<file path="config.mk">
export PLATFORM = sky130hd
export DESIGN_NAME = nsum
export DESIGN_NICKNAME = d
export VERILOG_FILES = /design/src/rtl/nsum_pkg.sv /design/src/rtl/nsum_datapath.sv /design/src/rtl/nsum.sv
export SDC_FILE = /design/constraint.sdc
export NUM_CORES = 1
export LEC_CHECK = 0
export CORE_MARGIN = 5
export CORE_UTILIZATION = 54
export CTS_CLUSTER_DIAMETER = 80
export DETAILED_ROUTE_END_ITERATION = 16
export GPL_ROUTABILITY_DRIVEN = 0
export PLACE_DENSITY = 0.78
export RECOVER_POWER = 50
export SYNTH_ARGS = -nofsm -noshare
export SYNTH_HDL_FRONTEND = slang
export SYNTH_HIERARCHICAL = 1
export SYNTH_SLANG_ARGS = --single-unit
</file>
<file path="constraint.sdc">
create_clock -name clk -period 4.37 [get_ports clk]
set_clock_uncertainty 0.05 [all_clocks]
set_input_delay 0.437 -clock clk [delete_from_list [all_inputs] [get_ports clk]]
set_output_delay 0.437 -clock clk [all_outputs]
set_load 0.1 [all_outputs]
</file>
<file path="src/rtl/nsum_pkg.sv">
// rtl/nsum_pkg.sv - shared types and default widths for the triangular-number engine
// Contents: FSM state type, default operand/result widths.
package nsum_pkg;

  typedef enum logic [1:0] {
    IDLE = 2'd0,
    BUSY = 2'd1,
    DONE = 2'd2
  } nsum_state_t;

  localparam int N_W_DEF   = 3;
  localparam int SUM_W_DEF = 4;

endpackage

</file>
<file path="src/rtl/nsum_datapath.sv">
// rtl/nsum_datapath.sv - down-counter, accumulator and result register for nsum
// Ports:
//   clk, reset       clock and synchronous active-high reset
//   load_i           capture n_i into the counter and clear the accumulator
//   step_i           add the current counter value to the accumulator, count down
//   finish_i         update the result register (0 when finishing on a load)
//   n_i              requested upper bound
//   last_term_o      counter equals 1 (the term being added is the final one)
//   zero_o           requested bound is zero
//   sum_o            result register
module nsum_datapath
  import nsum_pkg::*;
#(
  parameter int N_W   = N_W_DEF,
  parameter int SUM_W = SUM_W_DEF
) (
  input  logic             clk,
  input  logic             reset,
  input  logic             load_i,
  input  logic             step_i,
  input  logic             finish_i,
  input  logic [N_W-1:0]   n_i,
  output logic             last_term_o,
  output logic             zero_o,
  output logic [SUM_W-1:0] sum_o
);

  logic [N_W-1:0]   cnt_q, cnt_d;
  logic [SUM_W-1:0] acc_q, acc_d;
  logic [SUM_W-1:0] sum_q, sum_d;
  logic [SUM_W-1:0] acc_plus_cnt;

  // Widened addition wraps naturally modulo 2**SUM_W.
  assign acc_plus_cnt = acc_q + SUM_W'(cnt_q);

  always_comb begin
    cnt_d = cnt_q;
    acc_d = acc_q;
    sum_d = sum_q;
    if (load_i) begin
      cnt_d = n_i;
      acc_d = '0;
    end else if (step_i) begin
      cnt_d = cnt_q - 1'b1;
      acc_d = acc_plus_cnt;
    end
    // Finishing together with a load only happens for N=0, whose result is 0;
    // otherwise the final term is folded in directly so sum is ready in DONE.
    if (finish_i) begin
      sum_d = load_i ? '0 : acc_plus_cnt;
    end
  end

  always_ff @(posedge clk) begin
    if (reset) begin
      cnt_q <= '0;
      acc_q <= '0;
      sum_q <= '0;
    end else begin
      cnt_q <= cnt_d;
      acc_q <= acc_d;
      sum_q <= sum_d;
    end
  end

  assign last_term_o = (cnt_q == N_W'(1));
  assign zero_o      = (n_i == '0);
  assign sum_o       = sum_q;

endmodule

</file>
<file path="src/rtl/nsum.sv">
// rtl/nsum.sv - serial triangular-number engine (sum = 1+2+...+N, one term per cycle)
// Ports:
//   clk        single clock, rising edge
//   reset      synchronous active-high reset
//   N          requested upper bound, sampled only when accepted in IDLE
//   N_valid    request strobe
//   sum        last completed result (modulo 2**SUM_W)
//   sum_valid  one-cycle strobe marking a new result
module nsum
  import nsum_pkg::*;
#(
  parameter int N_W   = N_W_DEF,
  parameter int SUM_W = SUM_W_DEF
) (
  input  logic             clk,
  input  logic             reset,
  input  logic [N_W-1:0]   N,
  input  logic             N_valid,
  output logic [SUM_W-1:0] sum,
  output logic             sum_valid
);

  nsum_state_t state_q, state_d;
  logic        sum_valid_q;
  logic        load, step, finish;
  logic        last_term, zero;

  always_comb begin
    state_d = state_q;
    load    = 1'b0;
    step    = 1'b0;
    finish  = 1'b0;
    case (state_q)
      IDLE: begin
        if (N_valid) begin
          load = 1'b1;
          if (zero) begin
            finish  = 1'b1;
            state_d = DONE;
          end else begin
            state_d = BUSY;
          end
        end
      end
      BUSY: begin
        step = 1'b1;
        if (last_term) begin
          finish  = 1'b1;
          state_d = DONE;
        end
      end
      DONE:    state_d = IDLE;
      default: state_d = IDLE;
    endcase
  end

  // sum_valid is a flop mirroring "next state is DONE", so it is high exactly
  // while the FSM sits in DONE and never glitches.
  always_ff @(posedge clk) begin
    if (reset) begin
      state_q     <= IDLE;
      sum_valid_q <= 1'b0;
    end else begin
      state_q     <= state_d;
      sum_valid_q <= (state_d == DONE);
    end
  end

  assign sum_valid = sum_valid_q;

  nsum_datapath #(
    .N_W  (N_W),
    .SUM_W(SUM_W)
  ) u_datapath (
    .clk        (clk),
    .reset      (reset),
    .load_i     (load),
    .step_i     (step),
    .finish_i   (finish),
    .n_i        (N),
    .last_term_o(last_term),
    .zero_o     (zero),
    .sum_o      (sum)
  );

endmodule

</file>
==> results of run 1 <==
cells in the mapped netlist, drive strengths merged:
| cell type | instances |
|---|---|
| a211oi | 4 |
| a21boi | 1 |
| a21o | 1 |
| a21oi | 6 |
| and2 | 1 |
| buf | 1 |
| clkbuf | 1 |
| dfxtp | 14 |
| fa | 1 |
| ha | 5 |
| inv | 4 |
| mux2i | 5 |
| nand2 | 5 |
| nand2b | 3 |
| nand3 | 4 |
| nand3b | 1 |
| nand4 | 1 |
| nor2 | 3 |
| nor2b | 2 |
| nor3 | 4 |
| nor3b | 1 |
| o211ai | 1 |
| o311ai | 1 |
| or2b | 1 |
| or3 | 1 |
| or3b | 1 |
| or4b | 1 |
| xor2 | 3 |
cell families after synthesis:
family                   count (synthesis)  share of synthesized area, %
AO/OA/AOI/OAI                           14                          13.4
XOR/XNOR                                 3                          3.65
adder cells (fa/ha/maj)                  6                          11.5
buffers and inverters                    6                          3.30
flip-flops                              14                          38.9
multiplexers                             5                          6.94
AND/OR/NAND/NOR                         29                          22.4
placed cells by master (no fill, tap or decap), types with 2 or more instances in the layout:
cell type | synthesis | final
dlygate4sd3_1 | 0 | 3
nand2_1 | 5 | 5
nor2b_1 | 2 | 2
inv_1 | 3 | 4
ha_1 | 5 | 5
mux2i_1 | 5 | 5
a21oi_1 | 6 | 6
xor2_1 | 3 | 3
nor2_1 | 3 | 3
clkbuf_4 | 0 | 3
clkdlybuf4s50_1 | 0 | 7
nand2b_1 | 3 | 3
nand3_1 | 4 | 4
dfxtp_1 | 14 | 14
nor3_1 | 4 | 4
a211oi_1 | 3 | 3
registers in the layout, indices dropped and copies added (netlist names):
| signal | flops |
|---|---|
| u_datapath/cnt_q | 3 |
| u_datapath/sum_o | 4 |
| u_datapath/acc_q | 4 |
| state_q | 2 |
| sum_valid | 1 |
area by class of cell:
cell class,instances,area [µm²],share of cell area (%)
inverter,4,15.0,1.73
clock buffer,4,36.3,4.18
multi-input combinational,57,417,48.1
tap,15,18.8,2.16
timing repair buffer,10,100,11.5
sequential,14,280,32.3
tightest hold or removal path, stage by stage, from the launching register on:
cell and delay, ns:
dfxtp_1 0.32, nand2b_1 0.06, a21oi_1 0.05
routing by layer:
layer,share of wire (%),routed length [µm],vias up
met3,4.0,53,2
met5,0,0,-
met4,1.3,17,0
met2,44,577,9
met1,50,660,263
li1,-,-,300
metrics by stage:
| stage | power, mW | util (%) | instances |
|---|---|---|---|
| floorplan | 0.186 | - | 77 |
| global placement | 0.200 | 64.7 | 100 |
| detailed placement | 0.201 | 64.7 | 100 |
| CTS | 0.297 | 67.5 | 104 |
| global route | 0.309 | 67.5 | 104 |
| finish | 0.290 | 67.5 | 104 |
power breakdown:
part           switching [mW]  leakage (nW)  internal [mW]
Sequential            0.00726         0.114          0.134
Clock                  0.0420        0.0210         0.0506
Combinational          0.0322         0.203         0.0238
how the worst max path moves through the flow:
stage	start	end	slack, ns
after floorplan	N[1]	u_datapath/sum_o[3]$_SDFFE_PP0P_	2.42
after global placement	N[1]	u_datapath/sum_o[3]$_SDFFE_PP0P_	1.79
after detailed placement	N[1]	u_datapath/sum_o[3]$_SDFFE_PP0P_	1.72
after CTS	N[1]	u_datapath/sum_o[3]$_SDFFE_PP0P_	2.03
after global routing	N[1]	u_datapath/sum_o[3]$_SDFFE_PP0P_	1.69
final	N[1]	u_datapath/sum_o[3]$_SDFFE_PP0P_	1.86
==> run_results.csv, run 1 <==
group,metric,value,unit
status,status,"finished, final reports clean",
global_route,met1_usage,17.8,%
global_route,grt_max_degree,17,
logic_synthesis,netlist_area,721,µm²
final_layout,nNetsFinal,102,
logic_synthesis,synthesis.nets,89,
global_route,grt_pass1_vias,489,
logic_synthesis,synth_top_area_cell,"dfxtp_1",
clock_network,clk_path_buf_depth,2,
placement,dp_worst_setup_slack,1.72,ns
setup_path,worstPathRequired,4.50,ns
setup_path,r2r_slack,2.24,ns
min_path,whs_endpoint,"u_datapath/sum_o[1]$_SDFFE_PP0P_",
timing,finalSetupViolations,0,
run,max_cap_viol_count,0,
setup_path,worstRegToRegCells,8,
power_and_ir_drop,power_density,335,nW/µm²
floorplanning,ios,11,
timing,post-route-period-util,57.5,%
routing,ant_nets,0,
final_layout,area_delta_synth_final,20.3,%
clock_network,clockRootBuffer,"clkbuf_4",
routing,drc_errors,0,
floorplanning,die_area,2170,µm²
setup_path,path_buf_inv,1,
timing,postLayoutSetupSlackWorst,1.86,ns
clock_network,cts.clk_slew.worst_paths,0.08,ns
power_and_ir_drop,peakVddDrop,0.000169,V
clock_network,clkLatencyLatePin,0.28,ns
logic_synthesis,ys_warn_count,6,
logic_synthesis,avgSynthCellArea,9.36,µm²
final_layout,fillers,125,
routing,routed_wl,1310,µm
power_and_ir_drop,p_leak,0.337,nW
global_route,grt.total_usage,14.4,%
setup_path,path_class,"primary input to flip-flop",
routing,drt_iter0_markers,7,
setup_path,rr_endpoint,"u_datapath/sum_o[3]$_SDFFE_PP0P_",
floorplanning,core,1280,µm²
setup_path,cp_top_family,"simple AND/OR/NAND/NOR gates",
routing,vias,574,
floorplanning,rows,13,
placement,port_buffers,10,
floorplanning,die_h,46.5,µm
global_route,grt_antenna_before_repair,0,
logic_synthesis,synth_top_area_share,38.9,%
timing,fmax,398,MHz
setup_path,startpoint_type,"primary input",
logic_synthesis,synth_area_leaders,"dfxtp_1 (39%), ha_1 (8.7%), mux2i_1 (6.9%)",
timing,hold_viol,0,
setup_path,crit_slowest_cell,"dlygate4sd3_1",
global_route,gr-total-overflow,0,
timing,timing.hold.ws,0.421,ns
global_route,use_met3,3.52,%
setup_path,crit_arrival,2.64,ns
clock_network,cts_max_level,1,
logic_synthesis,ys_types,30,
setup_path,max_stage_delay,0.56,ns
clock_network,cts_setup_buffers,0,
final_layout,antenna_cells,0,
routing,wire_per_inst,12.6,µm
clock_network,post_cts_resized,0,
logic_synthesis,yosysSeqAreaShare,38.9,%
placement,placed_cell_area,831,µm²
global_route,grt_use_met2,21.4,%
clock_network,cts_buffers,3,
floorplanning,initial_core_util,56.1,%
timing,tns,0,ns
timing,worst_pin_slew,0.977,ns
global_route,top_usage_layer,"met2",
setup_path,cp_num_cells,7,
timing,relSlewSlack,34.7,%
setup_path,crit_path_cell_trace,"dlygate4sd3_1 -> nor3_1 -> nand3b_1 -> a21oi_1 -> or4b_1 -> a21o_1 -> o311ai_1",
final_layout,drive_gt1_share,5.62,%
placement,dp_hpwl,958,µm
clock_network,numClockSinks,14,
setup_path,endpoint_kind,"flip-flop",
logic_synthesis,ys_ff_latch,14,
setup_path,timing.rr.start,"u_datapath/cnt_q[1]$_SDFFE_PP0P_",
timing,finalCriticalPeriod,2.51,ns
timing,rsz0062_at_grt,"false",
clock_network,cts_tree,"yes",
floorplanning,dieWidth,46.5,µm
routing,dr.pass1.iters,4,
final_layout,stdcell_area,867,µm²
min_path,hp-start,"u_datapath/sum_o[1]$_SDFFE_PP0P_",
logic_synthesis,synth_cells,77,
min_path,hp-class,"flip-flop to flip-flop",
routing,routed_via_density,5.52,
min_path,min_delay_path_depth,2,
timing,drv_slew,0,
global_route,grt_pass1_wl,2140,µm
clock_network,hold_buffers,0,
setup_path,crit_fanout,9,
Note: power is estimated with default switching activity, not from simulation.
==> inputs of run 2 (changes only) <==
- CORE_UTILIZATION: 54 -> 50
- PLACE_DENSITY: 0.78 -> 0.73
- clock period: 4.37 -> 2.5 ns (I/O delays scaled with it)
==> run_results.csv, run 2 (synthesis results as in run 1) <==
group,metric,value,unit
status,status,"finished, final reports clean",
routing,vias,609,
final_layout,final_cell_mix,"dfxtp_1 (14), a21oi_1 (6), clkbuf_1 (6)",
power_and_ir_drop,power_density,561,nW/µm²
floorplanning,core,1330,µm²
setup_path,endpoint_kind,"flip-flop",
power_and_ir_drop,p_sw_share,29.0,%
timing,rsz0062_at_grt,"false",
placement,dp_hpwl,1060,µm
placement,placed_cell_area,848,µm²
power_and_ir_drop,p_leak,0.330,nW
routing,drt_iter0_markers,10,
routing,drc_errors,0,
placement,placed_cells,104,
final_layout,fillers,125,
timing,post-route-period-util,73.3,%
timing,finalCriticalPeriod,1.83,ns
setup_path,path_class,"primary input to flip-flop",
power_and_ir_drop,switching_power,0.137,mW
run,max_cap_viol_count,0,
timing,fmax,546,MHz
min_path,hp-class,"flip-flop to flip-flop",
setup_path,crit_arrival,1.97,ns
timing,worst_pin_slew,1.17,ns
global_route,grt_pass1_wl,2540,µm
global_route,grt_pass1_vias,577,
clock_network,clk_path_buf_depth,2,
final_layout,instances_no_fill,107,
final_layout,area_delta_synth_final,17.0,%
routing,ant_nets,0,
global_route,grt_max_degree,17,
final_layout,stdcell_area,843,µm²
floorplanning,initial_core_util,54.0,%
final_layout,layout_commonest_cell,"dfxtp_1",
timing,relSlewSlack,22.3,%
clock_network,clkLatencyLatePin,0.27,ns
power_and_ir_drop,p_int,0.336,mW
floorplanning,ios,11,
clock_network,numClockSinks,14,
power_and_ir_drop,power,0.473,mW
routing,dr.pass1.iters,4,
final_layout,utilization,63.2,%
final_layout,drive_gt1_share,7.61,%
clock_network,hold_buffers,0,
floorplanning,rows,13,
setup_path,startpoint_type,"primary input",
global_route,gr-total-overflow,0,
power_and_ir_drop,combPwrFrac,22.2,%
routing,wire_per_inst,13.7,µm
clock_network,post_cts_resized,0,
timing,hold_viol,0,
clock_network,cts_tree,"yes",
final_layout,nNetsFinal,106,
clock_network,cts_max_level,1,
floorplanning,die_h,48.0,µm
clock_network,cts_setup_buffers,0,
setup_path,crit_fanout,3,
setup_path,r2r_slack,0.67,ns
power_and_ir_drop,p_seq_share,52.3,%
routing,routed_wl,1460,µm
timing,finalSetupViolations,0,
global_route,grt_antenna_before_repair,0,
timing,tns,0,ns
power_and_ir_drop,power_frac_clock,25.5,%
timing,drv_slew,0,
setup_path,worstPathRequired,2.64,ns
power_and_ir_drop,peakVddDrop,0.000238,V
clock_network,cts.clk_slew.worst_paths,0.08,ns
floorplanning,dieWidth,48.0,µm
clock_network,cts_buffers,3,
clock_network,clockRootBuffer,"clkbuf_4",
placement,port_buffers,10,
final_layout,antenna_cells,0,
routing,routed_via_density,5.69,
global_route,grt.total_usage,16.3,%
floorplanning,die_area,2300,µm²
[run 2: cell type report]
class / instances / area, µm² / share of cell area (%)
timing repair buffer: 14 / 95.1 / 11.3
multi-input combinational: 57 / 412 / 48.8
sequential: 14 / 280 / 33.2
tap: 15 / 18.8 / 2.23
clock buffer: 3 / 22.5 / 2.67
inverter: 4 / 15.0 / 1.78
[run 2: worst max-delay path: stages]
cell and delay (ns):
clkdlybuf4s50_1 0.42, nor3_1 0.25, nand3b_1 0.15, a21oi_1 0.19
or4b_1 0.45, a21o_1 0.18, o311ai_1 0.07
[run 2: final timing paths]
check                                                       from                          endpoint  depth (start not counted)
worst max register to register  u_datapath/cnt_q[1]$_SDFFE_PP0P_  u_datapath/sum_o[3]$_SDFFE_PP0P_                          8
worst min-delay path            u_datapath/sum_o[1]$_SDFFE_PP0P_  u_datapath/sum_o[1]$_SDFFE_PP0P_                          2
worst max-delay path                                        N[1]  u_datapath/sum_o[3]$_SDFFE_PP0P_                          7
worst min register to register  u_datapath/sum_o[1]$_SDFFE_PP0P_  u_datapath/sum_o[1]$_SDFFE_PP0P_                          2
[run 2: stage by stage]
stage | setup slack, ns | hold WS [ns]
after floorplan | 0.600 | 0.265
after global placement | 0.412 | 0.407
after detailed placement | 0.385 | 0.407
after CTS | 0.653 | 0.420
after global routing | 0.499 | 0.445
final | 0.668 | 0.417
[run 2: per-layer routing]
| layer | GRT usage, % | vias up | wire, µm |
|---|---|---|---|
| li1 | - | 306 | - |
| met1 | 18.7 | 288 | 653 |
| met2 | 26.6 | 13 | 717 |
| met3 | 7.14 | 2 | 81 |
| met4 | 5.91 | 0 | 10 |
| met5 | 0 | - | 0 |
[run 2: power by group through the flow]
stage | Sequential, mW | Clock (mW) | Combinational [mW]
final | 0.247 | 0.120 | 0.105
after global routing | 0.250 | 0.139 | 0.116
after CTS | 0.248 | 0.127 | 0.109
after detailed placement | 0.253 | 0 | 0.108
after global placement | 0.252 | 0 | 0.106
after floorplan | 0.261 | 0 | 0.0650
==> variant: new RTL, flow settings as in run 2 <==
Reset style: asynchronous (`reset`), changed in 2 clocked blocks. Comments in the files are not updated.
--- a/src/rtl/nsum_datapath.sv
+++ b/src/rtl/nsum_datapath.sv
@@ -51,7 +51,7 @@
     end
   end
 
-  always_ff @(posedge clk) begin
+  always_ff @(posedge clk or posedge reset) begin
     if (reset) begin
       cnt_q <= '0;
       acc_q <= '0;
--- a/src/rtl/nsum.sv
+++ b/src/rtl/nsum.sv
@@ -56,7 +56,7 @@
 
   // sum_valid is a flop mirroring "next state is DONE", so it is high exactly
   // while the FSM sits in DONE and never glitches.
-  always_ff @(posedge clk) begin
+  always_ff @(posedge clk or posedge reset) begin
     if (reset) begin
       state_q     <= IDLE;
       sum_valid_q <= 1'b0;
Function: differs if reset is asserted again (counterexample within 4 cycles, from zero or initial values and one cycle with reset high); with reset held inactive, the same outputs for 10 cycles.
==> variant against run 2 <==
Sequential cell count is the same. Cell area up 6.4%. Area after synthesis rose by 4.3%. Wire length fell by 14%. Register-to-register slack better by 180 ps. Setup slack better by 67 ps. Highest routed layer unchanged.
Power is left out: the tool's default activity adds up to more than one toggle a clock period on the data nets, which glitch-free logic cannot reach.
==> variant: results (changes against run 2) <==
Drt
The initial detailed-routing violation count came to 7 (was 10). The number of detailed-route iterations in the first pass was 2 (was 4). The average routed wire per standard cell is 12.0 um (was 13.7 um). The via density per instance is 5.35 (was 5.69). The count of vias placed by the detailed router is 562 (was 609).

Yosys
The post-synthesis sequential area ratio is 46.6% (was 38.9%). The cell count after synthesis is 75 (was 77). Synth top cells by count: dfrtp_1, inv_1, nand2_1 (was dfxtp_1, a21oi_1, ha_1, mux2i_1, nand2_1). The distinct cell type count after synthesis is 26 (was 30).

Dominant cells by area after synthesis: dfrtp_1, ha_1, inv_1 (was dfxtp_1, ha_1, mux2i_1).

Final layout
The share of post-route cells with drive strength above 1 is 13.5% (was 7.61%). The fraction of area in registers is 39.1% (was 33.2%). The final cell area excluding filler cells is 897 um^2 (was 843 um^2). The area taken by multi-input logic gates is 362 um^2 (was 412 um^2). The non-clock inverter total of the final layout is 8 (was 4).

The number of nets in the layout came to 102 (was 106). The end-of-flow core utilization is 61.0% (was 63.2%). The flip-flop and latch count is 14 (unchanged).

The buffer share of cell area was 11.0% (was 11.3%). The count of clock-net buffers in the final layout came to 4 (was 3).

Global routing
The maximum number of pins on one net before global-route repair came to 12 (was 17). The global router's overall resource usage came to 12.8% (was 16.3%). The global routing met1 resource utilization came to 15.5% (was 18.7%). The global routing usage on met3 is 2.14% (was 7.14%). The number of global-route vias before repair is 554 (was 577). The global-route wire length before repair was 2350 um (was 2540 um). The met2 usage in global routing came to 19.3% (was 26.6%).

Setup path
The capture point of the worst reg-to-reg path was u_datapath/sum_o[3] (unchanged). The highest-delay cell along the critical path was clkbuf_1 (was or4b_1). The largest fanout on the critical path came to 1 (was 3). The launch point of the critical path is sum_valid (was N[1]). The reg-to-reg startpoint is u_datapath/cnt_q[1] (unchanged).

Place
The minimum setup slack after placement was 626 ps (was 385 ps). The post-detailed-placement half-perimeter wirelength came to 977 um (was 1060 um).

Outcome
Run status: complete, no violations (unchanged).

Timing
The worst hold-check slack came to 247 ps (was 417 ps).

Worst hold path
The path category of the worst min-delay check is in -> async (was reg -> reg).
variant: changes by cell type in the layout (fill, tap and decap cells not counted), sizes merged, moves of 4 or more:
cell	change
dfrtp	+14
dfxtp	-14
clkbuf	-4
inv	+4
o21ai	+4
variant: how the worst max path moves through the flow:
stage	depth (start not counted)	slack (ps)	end
floorplan	7	860	u_datapath/sum_o[3]
global placement	7	660	u_datapath/sum_o[3]
global route	8	650	u_datapath/sum_o[3]
finish	1	740	sum_valid
CTS	8	830	u_datapath/sum_o[3]
detailed placement	7	630	u_datapath/sum_o[3]
variant: cell families (layout without fill, tap and decap cells):
| group | count (synthesis) | after routing | share of synthesized area [%] |
|---|---|---|---|
| muxes | 3 | 3 | 4.16 |
| AOI/OAI and AO/OA | 16 | 16 | 14.1 |
| DFF | 14 | 14 | 46.6 |
| buffers and inverters | 10 | 24 | 5.32 |
| adders and majority gates | 6 | 6 | 11.0 |
| and+or+nand+nor | 23 | 23 | 15.3 |
| xor gates and xnor gates | 3 | 3 | 3.49 |
